`config.mk`:
```
export PLATFORM = sky130hd
export DESIGN_NAME = ps2_xt_fifo
export DESIGN_NICKNAME = d
export VERILOG_FILES = /design/src/rtl/kbd_pkg.sv /design/src/rtl/ps2_set1_rom.sv /design/src/rtl/ps2_xt_fifo.sv
export SDC_FILE = /design/constraint.sdc
export NUM_CORES = 1
export LEC_CHECK = 0
export BUFFER_PORTS_ARGS = -buffer_cell sky130_fd_sc_hd__clkbuf_2
export CELL_PAD_IN_SITES_DETAIL_PLACEMENT = 0
export CELL_PAD_IN_SITES_GLOBAL_PLACEMENT = 1
export CORE_MARGIN = 1
export CORE_UTILIZATION = 52
export CTS_CLUSTER_DIAMETER = 120
export DETAILED_ROUTE_END_ITERATION = 16
export PLACE_DENSITY = 0.77
export SETUP_SLACK_MARGIN = 0.02
export SLEW_MARGIN = 5
export SYNTH_ARGS = -nofsm -noshare
export SYNTH_HDL_FRONTEND = slang
export SYNTH_HIERARCHICAL = 1
export SYNTH_SLANG_ARGS = --single-unit
```
`constraint.sdc`:
```
create_clock -name clock -period 3.4 [get_ports clock]
set_input_delay 0.68 -clock clock [delete_from_list [all_inputs] [get_ports clock]]
set_output_delay 0.68 -clock clock [all_outputs]
set_load 0.005 [all_outputs]
```
`src/rtl/kbd_pkg.sv`:
```
// Shared constants, FSM state type and byte classification for the PS/2-to-XT scancode front end.
package kbd_pkg;

  localparam logic [7:0] PS2_BREAK    = 8'hF0;
  localparam logic [7:0] PS2_EXT0     = 8'hE0;
  localparam logic [7:0] PS2_EXT1     = 8'hE1;
  localparam logic [7:0] PS2_BAT      = 8'hAA;
  localparam int         XT_BREAK_BIT = 7;

  typedef enum logic {
    S_MAKE  = 1'b0,
    S_BREAK = 1'b1
  } kbd_state_e;

  // Bytes that go through the set-2 to set-1 table; 00 is a protocol byte, not a key.
  function automatic logic is_ps2_code(input logic [7:0] b);
    return (b != 8'h00) && (b <= 8'h83);
  endfunction

endpackage

```
`src/rtl/ps2_set1_rom.sv`:
```
// Combinational set-2 to XT set-1 make-code table for set-2 codes 00-7F; 00 means untranslatable.
module ps2_set1_rom (
  input  logic [6:0] i_code,
  output logic [7:0] o_xt
);

  always_comb begin
    o_xt = 8'h00;
    case (i_code)
      7'h01: o_xt = 8'h43;  7'h03: o_xt = 8'h3F;  7'h04: o_xt = 8'h3D;  7'h05: o_xt = 8'h3B;
      7'h06: o_xt = 8'h3C;  7'h07: o_xt = 8'h58;  7'h09: o_xt = 8'h44;  7'h0A: o_xt = 8'h42;
      7'h0B: o_xt = 8'h40;  7'h0C: o_xt = 8'h3E;  7'h0D: o_xt = 8'h0F;  7'h0E: o_xt = 8'h29;
      7'h11: o_xt = 8'h38;  7'h12: o_xt = 8'h2A;  7'h14: o_xt = 8'h1D;  7'h15: o_xt = 8'h10;
      7'h16: o_xt = 8'h02;  7'h1A: o_xt = 8'h2C;  7'h1B: o_xt = 8'h1F;  7'h1C: o_xt = 8'h1E;
      7'h1D: o_xt = 8'h11;  7'h1E: o_xt = 8'h03;  7'h21: o_xt = 8'h2E;  7'h22: o_xt = 8'h2D;
      7'h23: o_xt = 8'h20;  7'h24: o_xt = 8'h12;  7'h25: o_xt = 8'h05;  7'h26: o_xt = 8'h04;
      7'h29: o_xt = 8'h39;  7'h2A: o_xt = 8'h2F;  7'h2B: o_xt = 8'h21;  7'h2C: o_xt = 8'h14;
      7'h2D: o_xt = 8'h13;  7'h2E: o_xt = 8'h06;  7'h31: o_xt = 8'h31;  7'h32: o_xt = 8'h30;
      7'h33: o_xt = 8'h23;  7'h34: o_xt = 8'h22;  7'h35: o_xt = 8'h15;  7'h36: o_xt = 8'h07;
      7'h3A: o_xt = 8'h32;  7'h3B: o_xt = 8'h24;  7'h3C: o_xt = 8'h16;  7'h3D: o_xt = 8'h08;
      7'h3E: o_xt = 8'h09;  7'h41: o_xt = 8'h33;  7'h42: o_xt = 8'h25;  7'h43: o_xt = 8'h17;
      7'h44: o_xt = 8'h18;  7'h45: o_xt = 8'h0B;  7'h46: o_xt = 8'h0A;  7'h49: o_xt = 8'h34;
      7'h4A: o_xt = 8'h35;  7'h4B: o_xt = 8'h26;  7'h4C: o_xt = 8'h27;  7'h4D: o_xt = 8'h19;
      7'h4E: o_xt = 8'h0C;  7'h52: o_xt = 8'h28;  7'h54: o_xt = 8'h1A;  7'h55: o_xt = 8'h0D;
      7'h58: o_xt = 8'h3A;  7'h59: o_xt = 8'h36;  7'h5A: o_xt = 8'h1C;  7'h5B: o_xt = 8'h1B;
      7'h5D: o_xt = 8'h2B;  7'h61: o_xt = 8'h56;  7'h66: o_xt = 8'h0E;  7'h69: o_xt = 8'h4F;
      7'h6B: o_xt = 8'h4B;  7'h6C: o_xt = 8'h47;  7'h70: o_xt = 8'h52;  7'h71: o_xt = 8'h53;
      7'h72: o_xt = 8'h50;  7'h73: o_xt = 8'h4C;  7'h74: o_xt = 8'h4D;  7'h75: o_xt = 8'h48;
      7'h76: o_xt = 8'h01;  7'h77: o_xt = 8'h45;  7'h78: o_xt = 8'h57;  7'h79: o_xt = 8'h4E;
      7'h7A: o_xt = 8'h51;  7'h7B: o_xt = 8'h4A;  7'h7C: o_xt = 8'h37;  7'h7D: o_xt = 8'h49;
      7'h7E: o_xt = 8'h46;
      default: o_xt = 8'h00;
    endcase
  end

endmodule

```
`src/rtl/ps2_xt_fifo.sv`:
```
// Set-2 to XT translator with break-prefix merge, queued in a register FIFO drained via port 60h.
// Handshake: ps2_hit and kbd_pop are one-cycle strobes taken on the edge that samples them; kbd_ready flags a valid head in kbd_data.
module ps2_xt_fifo
  import kbd_pkg::*;
#(
  parameter int DEPTH = 16
) (
  input  logic       clock,
  input  logic       resetn,
  input  logic [7:0] ps2_data,
  input  logic       ps2_hit,
  input  logic       kbd_pop,
  input  logic       kbd_flush,
  output logic [7:0] kbd_data,
  output logic       kbd_ready,
  output logic       kbd_irq,
  output logic       kbd_overflow,
  output kbd_state_e dbg_state
);

  localparam int         AW       = $clog2(DEPTH);
  localparam logic [AW:0] FULL_CNT = (AW + 1)'(DEPTH);

  kbd_state_e    r_state;
  logic [AW-1:0] r_wr_ptr;
  logic [AW-1:0] r_rd_ptr;
  logic [AW:0]   r_count;
  logic [7:0]    r_mem [DEPTH];
  logic          r_irq;
  logic          r_overflow;

  logic [7:0]    w_rom;
  logic [7:0]    w_xt;
  logic          w_push;
  logic [7:0]    w_push_data;
  kbd_state_e    w_next_state;
  logic          w_empty;
  logic          w_full;
  logic          w_pop;
  logic          w_wr;
  logic [AW:0]   w_count_next;

  ps2_set1_rom u_rom (
    .i_code (ps2_data[6:0]),
    .o_xt   (w_rom)
  );

  // 83 (F7) is the only translatable code with bit 7 set.
  assign w_xt = (ps2_data == 8'h83) ? 8'h41 : (ps2_data[7] ? 8'h00 : w_rom);

  always_comb begin
    w_push       = 1'b0;
    w_push_data  = ps2_data;
    w_next_state = r_state;
    if (ps2_hit) begin
      if (ps2_data == PS2_BREAK) begin
        w_next_state = S_BREAK;
      end else if ((ps2_data == PS2_EXT0) || (ps2_data == PS2_EXT1)) begin
        w_push = 1'b1;
      end else if (ps2_data == PS2_BAT) begin
        w_push       = 1'b1;
        w_next_state = S_MAKE;
      end else if (is_ps2_code(ps2_data)) begin
        w_next_state = S_MAKE;
        w_push       = (w_xt != 8'h00);
        w_push_data  = w_xt;
        w_push_data[XT_BREAK_BIT] = w_xt[XT_BREAK_BIT] | (r_state == S_BREAK);
      end
    end
  end

  assign w_empty      = (r_count == '0);
  assign w_full       = (r_count == FULL_CNT);
  assign w_pop        = kbd_pop && !w_empty;
  // A pop frees the slot in the same cycle, so a full FIFO can still accept a push.
  assign w_wr         = w_push && (!w_full || w_pop);
  assign w_count_next = r_count + {{AW{1'b0}}, w_wr} - {{AW{1'b0}}, w_pop};

  always_ff @(posedge clock or negedge resetn) begin
    if (!resetn) begin
      r_state    <= S_MAKE;
      r_wr_ptr   <= '0;
      r_rd_ptr   <= '0;
      r_count    <= '0;
      r_irq      <= 1'b0;
      r_overflow <= 1'b0;
    end else if (kbd_flush) begin
      r_state    <= S_MAKE;
      r_wr_ptr   <= '0;
      r_rd_ptr   <= '0;
      r_count    <= '0;
      r_irq      <= 1'b0;
      r_overflow <= 1'b0;
    end else begin
      r_state <= w_next_state;
      if (w_wr) r_wr_ptr <= r_wr_ptr + 1'b1;
      if (w_pop) r_rd_ptr <= r_rd_ptr + 1'b1;
      r_count <= w_count_next;
      r_irq   <= (w_count_next != '0) && (w_empty || w_pop);
      if (w_push && w_full && !w_pop) r_overflow <= 1'b1;
    end
  end

  always_ff @(posedge clock) begin
    if (w_wr && !kbd_flush) r_mem[r_wr_ptr] <= w_push_data;
  end

  assign kbd_data     = w_empty ? 8'h00 : r_mem[r_rd_ptr];
  assign kbd_ready    = !w_empty;
  assign kbd_irq      = r_irq;
  assign kbd_overflow = r_overflow;
  assign dbg_state    = r_state;

endmodule
```
### Word-level counts from Yosys, hierarchy flattened

Memories as Yosys holds them, arrays and structs flattened.
Cells that the tools add are included.

| storage, ports and cells | value |
|---|---|
| register bits after elaboration | 16 |
| output and inout port bits | 12 |
| memory bits (writable) | 128 |
| memories | 2 |
| memory bits (read-only) | 896 |
| input port bits | 13 |
| word-level logic and storage cells | 74 |

Memories:

| memory | depth | bits a word | rd ports | clocked after Yosys merged registers in | wr ports | line | source |
|---|---|---|---|---|---|---|---|
| (name not given) | 128 | 7 | 1 | 0 | 0 | ps2_set1_rom.sv:9 | `case (i_code)` |
| r_mem | 16 | 8 | 1 | 0 | 1 | ps2_xt_fifo.sv:28 | `logic [7:0] r_mem [DEPTH];` |

| cells by class | value |
|---|---|
| muxes and demuxes | 29 |
| order comparisons | 1 |
| eq/ne operators | 7 |
| add/subtract/negate cells | 4 |
| reduce and logical (&&, ||, !) cells | 24 |
| bitwise gates (word level) | 1 |

Operator list:

| operator | count |
|---|---|
| 2-to-1 mux 8 bit | 8 |
| == test 8 bit, second input constant | 5 |
| 2-to-1 mux 1 bit | 16 |
| 2-to-1 mux 4 bit | 4 |
| nonzero test 8 bit | 2 |
| adder 4 x 1 -> 4 bit, second input constant | 2 |
| <= comparator 8 bit, second input constant | 1 |
| nonzero test 2 bit | 4 |
| logical AND 1 bit | 7 |
| adder 5 x 1 -> 5 bit | 1 |
| == test 5 bit, second input constant | 1 |
| zero test 5 bit | 1 |
| 2-to-1 mux 5 bit | 1 |
| nonzero test 5 bit | 1 |
| subtractor 5 x 1 -> 5 bit | 1 |
| zero test 1 bit | 4 |
| nonzero test 4 bit | 1 |
| logical OR 1 bit | 3 |
| != test 3 bit, second input constant | 1 |
| AND reduction 3 bit | 1 |
| OR 1 bit | 1 |

### Longest topological paths before layout

Gate-level depths: netlist of the first run.
An unclocked memory read counts as a cell.

| depth | value |
|---|---|
| depth after elaboration | 15 |
| depth in mapped cells | 21 |

### By module

Netlist of the first run, hierarchy kept.

Modules (own cells, without submodules):

| module | cells each | area an instance (sq um) | seq. area each (sq um) | instances |
|---|---|---|---|---|
| ps2_xt_fifo | 367 | 6299.8 | 4244.1 | 1 |
| ps2_set1_rom | 205 | 1421.4 | 0.0 | 1 |

### Worst setup path before layout of the first run

OpenSTA, ideal clock, no wires.

| timing path | value |
|---|---|
| kind | in2reg |
| start | in ps2_data[0] |
| end | reg r_irq (netlist: kbd_irq) |
| stages on the path | 20 |
| buffers on the path | 2 |
| data arrival time | 4.909 ns |
| required time | 3.258 ns |
| slack | -1.650 ns |
| setup time | 0.142 ns |
| cell sequence | buf_2 inv_1 ha_1 clkbuf_1 mux4_2 a21o_1 a221oi_1 a31oi_1 or4_1 o31ai_1 o221ai_4 nand3_2 mux2i_1 ha_1 fa_1 a21oi_1 nor2_1 nor2_1 xnor2_1 a41oi_1 |

| on the way | value |
|---|---|
| word-level cells in the longest chain between the ends | 15 |
| elaborated cells on any way between the ends | 24 |
| classes of those cells | add/sub (2); order compare (1); eq/ne (5); mux (8); reduce/logical (7); memory (1) |

Ends and longest elaborated chain:

| what | line | source |
|---|---|---|
| start: declaration | ps2_xt_fifo.sv:10 | `input logic [7:0] ps2_data,` |
| memory read (128 x 7 bit) | - |  |
| via w_rom[4] | ps2_xt_fifo.sv:32 | `logic [7:0] w_rom;` |
| 2-to-1 mux 8 bit (2 in series) | ps2_xt_fifo.sv:49 | `assign w_xt = (ps2_data == 8'h83) ? 8'h41 : (ps2_data[7] ? 8'h00 : w_rom);` |
| nonzero test 8 bit | ps2_xt_fifo.sv:65 | `w_push = (w_xt != 8'h00);` |
| 2-to-1 mux 1 bit | ps2_xt_fifo.sv:63 | `end else if (is_ps2_code(ps2_data)) begin` |
| 2-to-1 mux 1 bit | ps2_xt_fifo.sv:60 | `end else if (ps2_data == PS2_BAT) begin` |
| 2-to-1 mux 1 bit | ps2_xt_fifo.sv:58 | `end else if ((ps2_data == PS2_EXT0) \|\| (ps2_data == PS2_EXT1)) begin` |
| 2-to-1 mux 1 bit | ps2_xt_fifo.sv:56 | `if (ps2_data == PS2_BREAK) begin` |
| 2-to-1 mux 1 bit | ps2_xt_fifo.sv:55 | `if (ps2_hit) begin` |
| logical AND 1 bit | ps2_xt_fifo.sv:76 | `assign w_wr = w_push && (!w_full \|\| w_pop);` |
| adder 5 x 1 -> 5 bit | ps2_xt_fifo.sv:77 | `assign w_count_next = r_count + {{AW{1'b0}}, w_wr} - {{AW{1'b0}}, w_pop};` |
| subtractor 5 x 1 -> 5 bit | ps2_xt_fifo.sv:77 |  |
| nonzero test 5 bit | ps2_xt_fifo.sv:99 | `r_irq <= (w_count_next != '0) && (w_empty \|\| w_pop);` |
| logical AND 1 bit | ps2_xt_fifo.sv:99 |  |
| 2-to-1 mux 1 bit | ps2_xt_fifo.sv:87 | `end else if (kbd_flush) begin` |
| end signal: assignment | ps2_xt_fifo.sv:99 |  |
| end: declaration | ps2_xt_fifo.sv:29 | `logic r_irq;` |

The timed path passes the listed nets, and every way through them passes these cells.
A chain may end at the register's enable or synchronous reset.

### Final worst setup path of the first run

| timing path | value |
|---|---|
| start | in ps2_data[1] |
| end | reg r_irq (netlist: kbd_irq) |

The elaborated chain is that of the path after synthesis.

==> metrics.yaml, run 1 <==
grt_overflow_total: 0
status: "finished with violations"
r2r.worst_path.cells: 13
ff2ff_setup_slack_ns: 0.37
drt_wl_total_um: 18410
wl_per_cell_um: 20.99
peakVddDrop_v: 0.0004980
fin_ws_ns: -0.8847
fillerInstances: 1063
skew_ns: 0.01232
synth.distinct_cells: 76
syn_inst: 572
synth_edf_count: 128
placedInstanceArea_mm2: 0.008763
clk_pin_slew_ns: 0.06
synth_area_per_cell_um2: 13.50
grt_max_degree: 36
vias_per_cell: 6.098
timing.fmax_ghz: 0.2334
total_leakage_power_nw: 3.452
synth_seq_cells: 144
power.density_mw_per_mm2: 568.7
vias: 5348
cts.sinks: 144
cp-end-kind: "register"
fin_cells: 877
worstReg2RegEnd: "kbd_irq"
rows: 44
antenna_found_initial: 0
io_buffers: 24
cts_buffers: 17
cts_root_buffer: "clkbuf_16"
drive_gt1_frac: 0.3636
arrival_ns: 4.56
start_util: 0.5312
synth_fp_nets: 609
clockBufferDepth: 2
cp_max_fo: 9
grt_usage: 0.2566
async_flop_share: 0.1111
slew_headroom: 0.1875
dp.cells: 839
critical_path_class: "input pin to register"
hp-class: "input pin to asynchronous set/reset pin"
synth_warnings: 6
insertion_delay_ns: 0.41
drt-initial-drc-count: 460
ios: 25
n_antenna_cell: 0
htreeDepth: 4
ys_seq_area_frac: 0.5497
grt_pass1_vias: 5230
slew_violations: 0
reg2reg_from: "r_count[3]"
hold_viol_final: 0
layout_min_cycle_time_ns: 4.285
worstSetupStartpointType: "input pin"
tightestPinTransition_ns: 1.219
crit_required_ns: 3.67
grt_pass1_wl_um: 28510
violations: "setup timing"
post-route-period-util: 1.260
final_common_cell: "edfxtp_1"
postLayoutCoreUtil: 0.6571
final_cell_mix: "128 x edfxtp_1, 104 x buf_4, 45 x nor2_1"
area_delta_synth_final_pct: 23.69
dp_hpwl_um: 12760
globalplace.congestion: 0.9095
die_h_um: 123.9
cts_tree: "done"
die-area_mm2: 0.01534
rsz0062_at_grt: "yes"
dr.pass1.iters: 5
holdBufCountCts: 0
die_x_um: 123.9
drc: 0
core_area_mm2: 0.01453
drv_cap: 0
finalSetupViolations: 136
fin_area_mm2: 0.009550
synthFlopType: "edfxtp_1"
netlist_area_mm2: 0.007721
nets: 717
final_antenna_net_count: 0
-- synthesized netlist by cell type, drive strengths merged, types with 4 or more instances --
master	count	area share
a211oi	9	0.0087
a21o	5	0.0049
a21oi	21	0.014
a311oi	6	0.0068
a31oi	6	0.0049
and2	8	0.0065
buf	24	0.019
clkbuf	22	0.011
dfrtp	16	0.052
edfxtp	128	0.50
ha	23	0.037
inv	21	0.010
mux2i	4	0.0052
mux4	44	0.13
nand2	30	0.016
nand2b	11	0.0092
nand3	14	0.012
nor2	45	0.022
nor2b	12	0.0097
nor3	5	0.0032
o211ai	8	0.0078
o21a	4	0.0039
o21ai	24	0.016
o221ai	5	0.0079
o2bb2ai	4	0.0045
o31ai	5	0.0062
xnor2	4	0.0045
-- routing by layer --
| layer | global-route usage | share of wire | up-vias |
|---|---|---|---|
| met5 | 0 | 0 | - |
| li1 | - | - | 2450 |
| met3 | 0.05632 | 0.047 | 25 |
| met4 | 0.08810 | 0.019 | 0 |
| met1 | 0.3317 | 0.43 | 2690 |
| met2 | 0.4267 | 0.51 | 183 |
-- area by class of cell --
type | count | area (µm²) | share of cell area
timing repair buffer | 135 | 1072 | 0.1123
multi-input combinational | 361 | 3337 | 0.3494
clock inverter | 12 | 135.1 | 0.01415
clock buffer | 20 | 436.7 | 0.04572
sequential | 144 | 4245 | 0.4445
inverter | 21 | 93.84 | 0.009826
tap | 184 | 230.2 | 0.02411
-- sequential cells by signal, indices dropped and copies added (netlist names) --
| name | cells |
|---|---|
| r_mem | 128 |
| kbd_irq | 1 |
| kbd_overflow | 1 |
| r_count | 5 |
| r_wr_ptr | 4 |
| dbg_state | 1 |
| r_rd_ptr | 4 |
-- what timing repair did --
action	4_1_cts	5_1_grt
hold endpoints to repair	0	0
pin swaps	18	12
setup endpoints to repair	137	139
gates resized for setup	17	16
setup buffers	5	2
-- worst max path at each step --
stage,from,endpoint,slack (ns),cells past startpoint
final,ps2_data[1],kbd_irq,-0.88,19
after CTS,ps2_data[0],kbd_irq,-0.92,19
after global routing,ps2_data[1],kbd_irq,-1.16,19
after floorplan,ps2_data[1],kbd_irq,-1.26,20
after global placement,ps2_data[1],kbd_irq,-1.41,22
after detailed placement,ps2_data[1],kbd_irq,-1.46,20
-- critical path: stages --
cell       delay [ns]
clkbuf_16        0.14
buf_4            0.18
ha_1             0.23
a21boi_2         0.20
o21bai_1         0.11
a2111oi_2        0.39
and3b_1          0.24
or4_4            0.57
o31ai_4          0.32
o221ai_4         0.16
nand3_2          0.12
mux2i_1          0.08
ha_2             0.19
fa_2             0.35
a21oi_2          0.13
nor2_1           0.05
nor2_1           0.12
xnor2_1          0.15
a41oi_1          0.15
-- power breakdown --
part / internal, W / leakage [nW] / switching, W
logic: 0.000817 / 1.82 / 0.000791
clock network: 0.00108 / 0.267 / 0.000699
registers: 0.00200 / 1.37 / 0.0000364
total: 0.00390 / 3.45 / 0.00153
-- metrics by stage --
step / hold slack, ns / power, W / setup slack [ns] / TNS, ns
after global placement: 0.4898 / 0.003524 / -1.415 / -112.28
final: 0.1932 / 0.005431 / -0.8847 / -35.26
after CTS: 0.1893 / 0.005408 / -0.9220 / -34.38
after global routing: 0.2222 / 0.005696 / -1.157 / -62.02
after floorplan: 0.3844 / 0.003097 / -1.261 / -56.37
after detailed placement: 0.4936 / 0.003560 / -1.463 / -116.61
-- cells by family (layout without fill, tap and decap cells) --
logic type	Yosys count	after routing	share of synthesized area
mux	51	51	0.1389
fa+ha+maj	24	24	0.03986
flops	144	144	0.5497
compound gates	124	124	0.1162
other cells	1	1	0.0004857
xor+xnor	7	7	0.007941
simple gates	154	154	0.1066
buf+inv	67	188	0.04035
No activity file was read; power rests on OpenSTA's default activity.
==> inputs of run 2 (changes only) <==
- CELL_PAD_IN_SITES_DETAIL_PLACEMENT: 0 -> 1
- CELL_PAD_IN_SITES_GLOBAL_PLACEMENT: 1 -> 2
- CORE_UTILIZATION: 52 -> 45
==> run 2 against run 1 <==
  * The run still ends with setup timing left
  * Flip-flop and latch count did not move
  * First-iteration DRC count fell by 36%
  * Clock-buffer cell count fell by 3
  * Power rose by 1.5%
  * Combinational power rose by 6%
  * Wire length rose by 16%
  * Non-clock buffer count fell by 2
  * Critical path depth rose by 1
  * Via count rose by 1.7%
  * Sequential share of layout area fell by 0.12 points
  * Critical path type unchanged
  * Largest power group unchanged
==> metrics.yaml, run 2 (same netlist as run 1, synthesis figures left out) <==
cts_buffers: 17  # unchanged
rsz0062_at_grt: "yes"
worst-path-buf-inv: 3  # +1
final_common_cell: "edfxtp_1"
insertion_delay_ns: 0.43  # +0.02 ns
ff2ff_setup_slack_ns: 0.27  # -0.10 ns
dp_hpwl_um: 15060  # +18%
drt_wl_total_um: 21370  # +16%
r2r.worst_path.cells: 13  # unchanged
status: "finished with violations"
post-route-period-util: 1.265  # +0.004447
hold_ws_ns: 0.1698  # -0.02339 ns
worstSetupStartpointType: "input pin"
power.density_mw_per_mm2: 575.5  # +1.2%
grt_max_degree: 36  # unchanged
start_util: 0.4640  # -0.06730
crit_top_cell: "nor2_1"
holdBufCountCts: 0  # unchanged
n_antenna_cell: 0  # unchanged
peakVddDrop_v: 0.0004257  # -15%
dp.cells: 873  # +4.1%
critical_path_cell_count: 20  # +1
cp_slowest_stage_delay_ns: 0.52  # -0.05 ns
grt_usage: 0.2551  # -0.001466
die_h_um: 133.0  # +7.4%
globalplace.congestion: 0.9344  # +2.7%
total_leakage_power_nw: 3.443  # -0.26%
antenna_found_initial: 1  # +1
cp_max_fo: 5  # -4
final_cell_mix: "128 x edfxtp_1, 102 x buf_4, 44 x nor2_1"
tightestPinTransition_ns: 1.364  # +0.1453 ns
drt-initial-drc-count: 295  # -36%
core_area_mm2: 0.01664  # +15%
timing.fmax_ghz: 0.2326  # -0.35%
drc: 0  # unchanged
wl_per_cell_um: 23.46  # +12%
io_buffers: 24  # unchanged
clk_pin_slew_ns: 0.07  # about the same
preCtsSetupSlack_ns: -1.523  # -0.05988 ns
worstPathCellList: "buf_8 > buf_12 > inv_8 > ha_4 > mux4_2 > o221a_1 > nor4_2 > a211oi_2 > or4_4 > o31ai_4 > o221ai_4 > nand3_2 > mux2i_1 > ha_2 > fa_2 > a21oi_2 > nor2_1 > nor2_1 > xnor2_1 > a41oi_1"
skew_ns: 0.01077  # -0.001550 ns
postLayoutCoreUtil: 0.5754  # -0.08174
drive_gt1_frac: 0.3748  # +0.01118
cts_root_buffer: "clkbuf_16"
fin_cells: 911  # +3.9%
finalSetupViolations: 135  # -0.74%
rows: 47  # +6.8%
die_x_um: 133.0  # +7.4%
ios: 25  # unchanged
fin_ws_ns: -0.8999  # -0.01512 ns
path_delay_family: "simple AND/OR/NAND/NOR gates"
final_antenna_net_count: 0  # unchanged
area_delta_synth_final_pct: 24.02
nets: 715  # -0.28%
crit_required_ns: 3.70  # +0.03 ns
die-area_mm2: 0.01769  # +15%
layout_min_cycle_time_ns: 4.300  # +0.01512 ns
grt_overflow_total: 0  # unchanged
hp-class: "input pin to asynchronous set/reset pin"
slew_headroom: 0.09061  # -0.09689
violations: "setup timing"
cts.sinks: 144  # unchanged
dr.pass1.iters: 4  # -1
htreeDepth: 4  # unchanged
grt_pass1_wl_um: 33420  # +17%
largest_reg_flops: 128  # unchanged
vias_per_cell: 5.970  # -2.1%
drv_cap: 0  # unchanged
regMostFlops: "r_mem"
reg_top3: "r_mem: 128 flops, r_count: 5 flops"
grt_pass1_vias: 5786  # +11%
clockBufferDepth: 2  # unchanged
cp-end-kind: "register"
slew_violations: 0  # unchanged
vias: 5439  # +1.7%
arrival_ns: 4.60  # +0.04 ns
critical_path_class: "input pin to register"
cts_tree: "done"
cp_slowest_cell: "or4_4"
hold_viol_final: 0  # unchanged
run 2: cell count changes in the layout (fill, tap and decap cells not counted), moves of 3 or more:
cell	before	now
ha_2	2	6
inv_8	2	6
clkbuf_1	3	0
ha_1	18	15
run 2: path summary, 6_finish.rpt:
| check | from | to |
|---|---|---|
| max | ps2_data[0] | kbd_irq |
| min | resetn | kbd_irq |
| max reg2reg | r_count[2] | kbd_irq |
| min reg2reg | kbd_overflow | kbd_overflow |
| max in group asynchronous | resetn | r_rd_ptr[0] |
| min in group clock | kbd_overflow | kbd_overflow |
run 2: through the flow:
| step | area [µm²] | TNS (ns) | total power, W |
|---|---|---|---|
| final | 9575 | -30.64 | 0.005511 |
| after global routing | 9575 | -44.40 | 0.005752 |
| after CTS | 9493 | -31.43 | 0.005492 |
| after detailed placement | 8793 | -132.01 | 0.003602 |
| after global placement | 8793 | -114.63 | 0.003547 |
| after floorplan | 7821 | -56.37 | 0.003097 |
run 2: report_power, final:
group,switching (W),total (W),internal [W]
Clock,0.000803,0.00177,0.000969
Sequential,0.0000406,0.00204,0.00200
Combinational,0.000842,0.00170,0.000854
Total,0.00169,0.00551,0.00382
run 2: layout make-up:
class / instances / area [µm²]
sequential: 144 / 4245
tap: 220 / 275.3
clock inverter: 15 / 145.1
clock buffer: 17 / 425.4
multi-input combinational: 361 / 3354
timing repair buffer: 133 / 1036
fill: 1638 / 7067
inverter: 21 / 93.84
run 2: per-layer routing:
metal  track usage  share of wire
met5             0              0
met4       0.07471          0.016
met3       0.05556          0.038
met2        0.4462           0.53
met1        0.3164           0.42
run 2: timing repair:
action | in CTS | in global routing
setup buffers | 3 | 3
gates resized for setup | 22 | 16
setup endpoints to repair | 154 | 155
pin swaps | 7 | 1
run 2: worst reg2reg max path: cells and delay by family (launching register included):
family                     cells  cell delay [ns]
muxes                          1             0.11
and+or+nand+nor                4             0.90
DFF                            1             0.39
buffers and inverters          2             0.44
AOI/OAI and AO/OA              2             0.29
xor gates and xnor gates       1             0.16
adders and majority gates      3             0.73
==> inputs of run 3 (changes only) <==
==> constraint.sdc (replaced) <==
create_clock -name clock -period 3.4 [get_ports clock]
set_input_delay 0.85 -clock clock [delete_from_list [all_inputs] [get_ports clock]]
set_output_delay 0.85 -clock clock [all_outputs]
set_load 0.005 [all_outputs]
==> run 3 against run 2 <==
  * The run still ends with setup timing left
  * Utilization rose by 0.45 points
  * Cell count grew 0.11%
  * Wire length down 1.9%
  * Clock-buffer cell count stayed put
  * Via count fell by 1.9%
  * Critical path depth stayed put
  * Power increased by 2.4%
  * Fmax is 4.0% lower
  * Register-to-register slack lost 0.04 ns
  * Non-clock buffer count grew 1
  * Clock power rose by 6%
  * Highest routed layer unchanged
==> metrics.yaml, run 3 (same netlist as run 1, synthesis figures left out) <==
drt-initial-drc-count: 360  # +22%
placedInstanceArea_mm2: 0.008865  # +0.81%
drt_wl_total_um: 20970  # -1.9%
ff2ff_setup_slack_ns: 0.23  # -0.04 ns
rsz0062_at_grt: "yes"
regMostFlops: "r_mem"
area_delta_synth_final_pct: 24.99
drv_cap: 0  # unchanged
grt_overflow_total: 0  # unchanged
fin_area_mm2: 0.009651  # +0.78%
nets: 716  # +0.14%
drive_gt1_frac: 0.3656  # -0.009212
total_leakage_power_nw: 3.486  # +1.2%
slew_violations: 0  # unchanged
dr.pass1.iters: 5  # +1
grt_max_degree: 36  # unchanged
timing.fmax_ghz: 0.2232  # -4.0%
clk_pin_slew_ns: 0.06  # about the same
hold_ws_ns: 0.3567  # +0.1869 ns
grt_pass1_wl_um: 33000  # -1.3%
slew_headroom: 0.2128  # +0.1222
use_met3: 0.03257  # -0.02299
power.density_mw_per_mm2: 584.5  # +1.6%
cp_slowest_cell: "or4_4"
arrival_ns: 4.76  # +0.16 ns
worstPathCellList: "buf_8 > buf_12 > inv_8 > ha_4 > mux4_2 > o221a_1 > nor4_2 > a211oi_2 > or4_4 > o31ai_4 > o221ai_4 > nand3_2 > mux2i_1 > ha_2 > fa_2 > a21oi_2 > nor2_1 > nor2_1 > xnor2_1 > a41oi_1"
preCtsSetupSlack_ns: -1.580  # -0.05689 ns
fillerInstances: 1640  # +0.12%
reg_top3: "r_mem: 128 flops, r_count: 5 flops"
final_common_cell: "edfxtp_1"
clockBufferDepth: 2  # unchanged
drc: 0  # unchanged
cts_tree: "done"
final_cell_mix: "128 x edfxtp_1, 98 x buf_4, 44 x nor2_1"
io_buffers: 24  # unchanged
die-area_mm2: 0.01769  # unchanged
die_h_um: 133.0  # unchanged
vias_per_cell: 5.852  # -2.0%
core_area_mm2: 0.01664  # unchanged
insertion_delay_ns: 0.42  # about the same
skew_ns: 0.01206  # +0.001293 ns
path_delay_family: "simple AND/OR/NAND/NOR gates"
tightestPinTransition_ns: 1.181  # -0.1833 ns
cts_root_buffer: "clkbuf_16"
post-route-period-util: 1.318  # +0.05321
layout_min_cycle_time_ns: 4.481  # +0.1809 ns
final_antenna_net_count: 0  # unchanged
cp-end-kind: "register"
wl_per_cell_um: 22.99  # -2.0%
largest_reg_flops: 128  # unchanged
n_antenna_cell: 0  # unchanged
rows: 47  # unchanged
start_util: 0.4640  # unchanged
violations: "setup timing"
fin_ws_ns: -1.081  # -0.1809 ns
vias: 5337  # -1.9%
htreeDepth: 4  # unchanged
finalSetupViolations: 139  # +3.0%
worstSetupStartpointType: "input pin"
busiest_layer: "met2"
cp_slowest_stage_delay_ns: 0.52  # about the same
worst-path-buf-inv: 3  # unchanged
cts_buffers: 17  # unchanged
status: "finished with violations"
antenna_found_initial: 1  # unchanged
holdBufCountCts: 0  # unchanged
critical_path_class: "input pin to register"
hold_viol_final: 0  # unchanged
globalplace.congestion: 0.9457  # +1.2%
die_x_um: 133.0  # unchanged
cp_max_fo: 5  # unchanged
hp-class: "input pin to asynchronous set/reset pin"
crit_required_ns: 3.68  # -0.02 ns
crit_top_cell: "nor2_1"
ios: 25  # unchanged
dp_hpwl_um: 15040  # -0.12%
peakVddDrop_v: 0.0004306  # +1.1%
grt_pass1_vias: 5702  # -1.5%
grt_usage: 0.2512  # -0.003963
use_met2: 0.4380  # -0.008144
met1_usage: 0.3228  # +0.006357
cts.sinks: 144  # unchanged
run 3: report_power, final:
| part | switching [W] | internal, W |
|---|---|---|
| sequential | 0.0000499 | 0.00200 |
| combinational | 0.000835 | 0.000870 |
| clock | 0.000776 | 0.00111 |
| total | 0.00166 | 0.00398 |
run 3: layout make-up:
class / count / area (µm²) / area share
flip-flops and latches: 144 / 4245 / 0.4399
multi-input cells: 361 / 3342 / 0.3463
repair buffers: 134 / 1095 / 0.1134
clock buffers: 17 / 425.4 / 0.04408
well taps: 220 / 275.3 / 0.02852
clock inverters: 15 / 173.9 / 0.01802
inverters: 21 / 93.84 / 0.009724
run 3: worst reg2reg max path: stages (launching register included):
cell and delay [ns]:
dfrtp_1 0.39, inv_1 0.09, ha_1 0.19, nor4b_1 0.47
inv_1 0.35, nand2_1 0.26, mux2i_1 0.12, ha_2 0.21
fa_2 0.35, a21oi_2 0.14, nor2_1 0.06, nor2_1 0.12
xnor2_1 0.15, a41oi_1 0.14
run 3: routing by layer:
layer	vias to the layer above	wire length [µm]
met4	0	379
met5	-	0
li1	2457	-
met2	124	10910
met3	26	647
met1	2730	9027
run 3: final timing paths:
kind                               from  cells past startpoint            to
setup / recovery            ps2_data[0]                     20       kbd_irq
hold / removal                   resetn                      1   r_rd_ptr[2]
setup reg to reg             r_count[3]                     13       kbd_irq
hold reg to reg            kbd_overflow                      2  kbd_overflow
max in group asynchronous        resetn                      1   r_rd_ptr[0]
min in group clock         kbd_overflow                      2  kbd_overflow
run 3: per-stage QoR:
| stage | instances | setup TNS, ns | utilization | total power (W) |
|---|---|---|---|---|
| after floorplan | 572 | -80.00 | - | 0.003098 |
| after global placement | 875 | -133.02 | 0.5327 | 0.003584 |
| after detailed placement | 875 | -142.18 | 0.5327 | 0.003645 |
| after CTS | 911 | -54.32 | 0.5768 | 0.005657 |
| after global routing | 912 | -70.13 | 0.5799 | 0.005874 |
| final | 912 | -58.14 | 0.5799 | 0.005641 |
run 3: timing repair:
item / 4_1_cts / 5_1_grt
gates resized for setup: 21 / 10
buffers inserted: 5 / 2
endpoints found under the setup margin: 146 / 143
pin swaps: 6 / 4
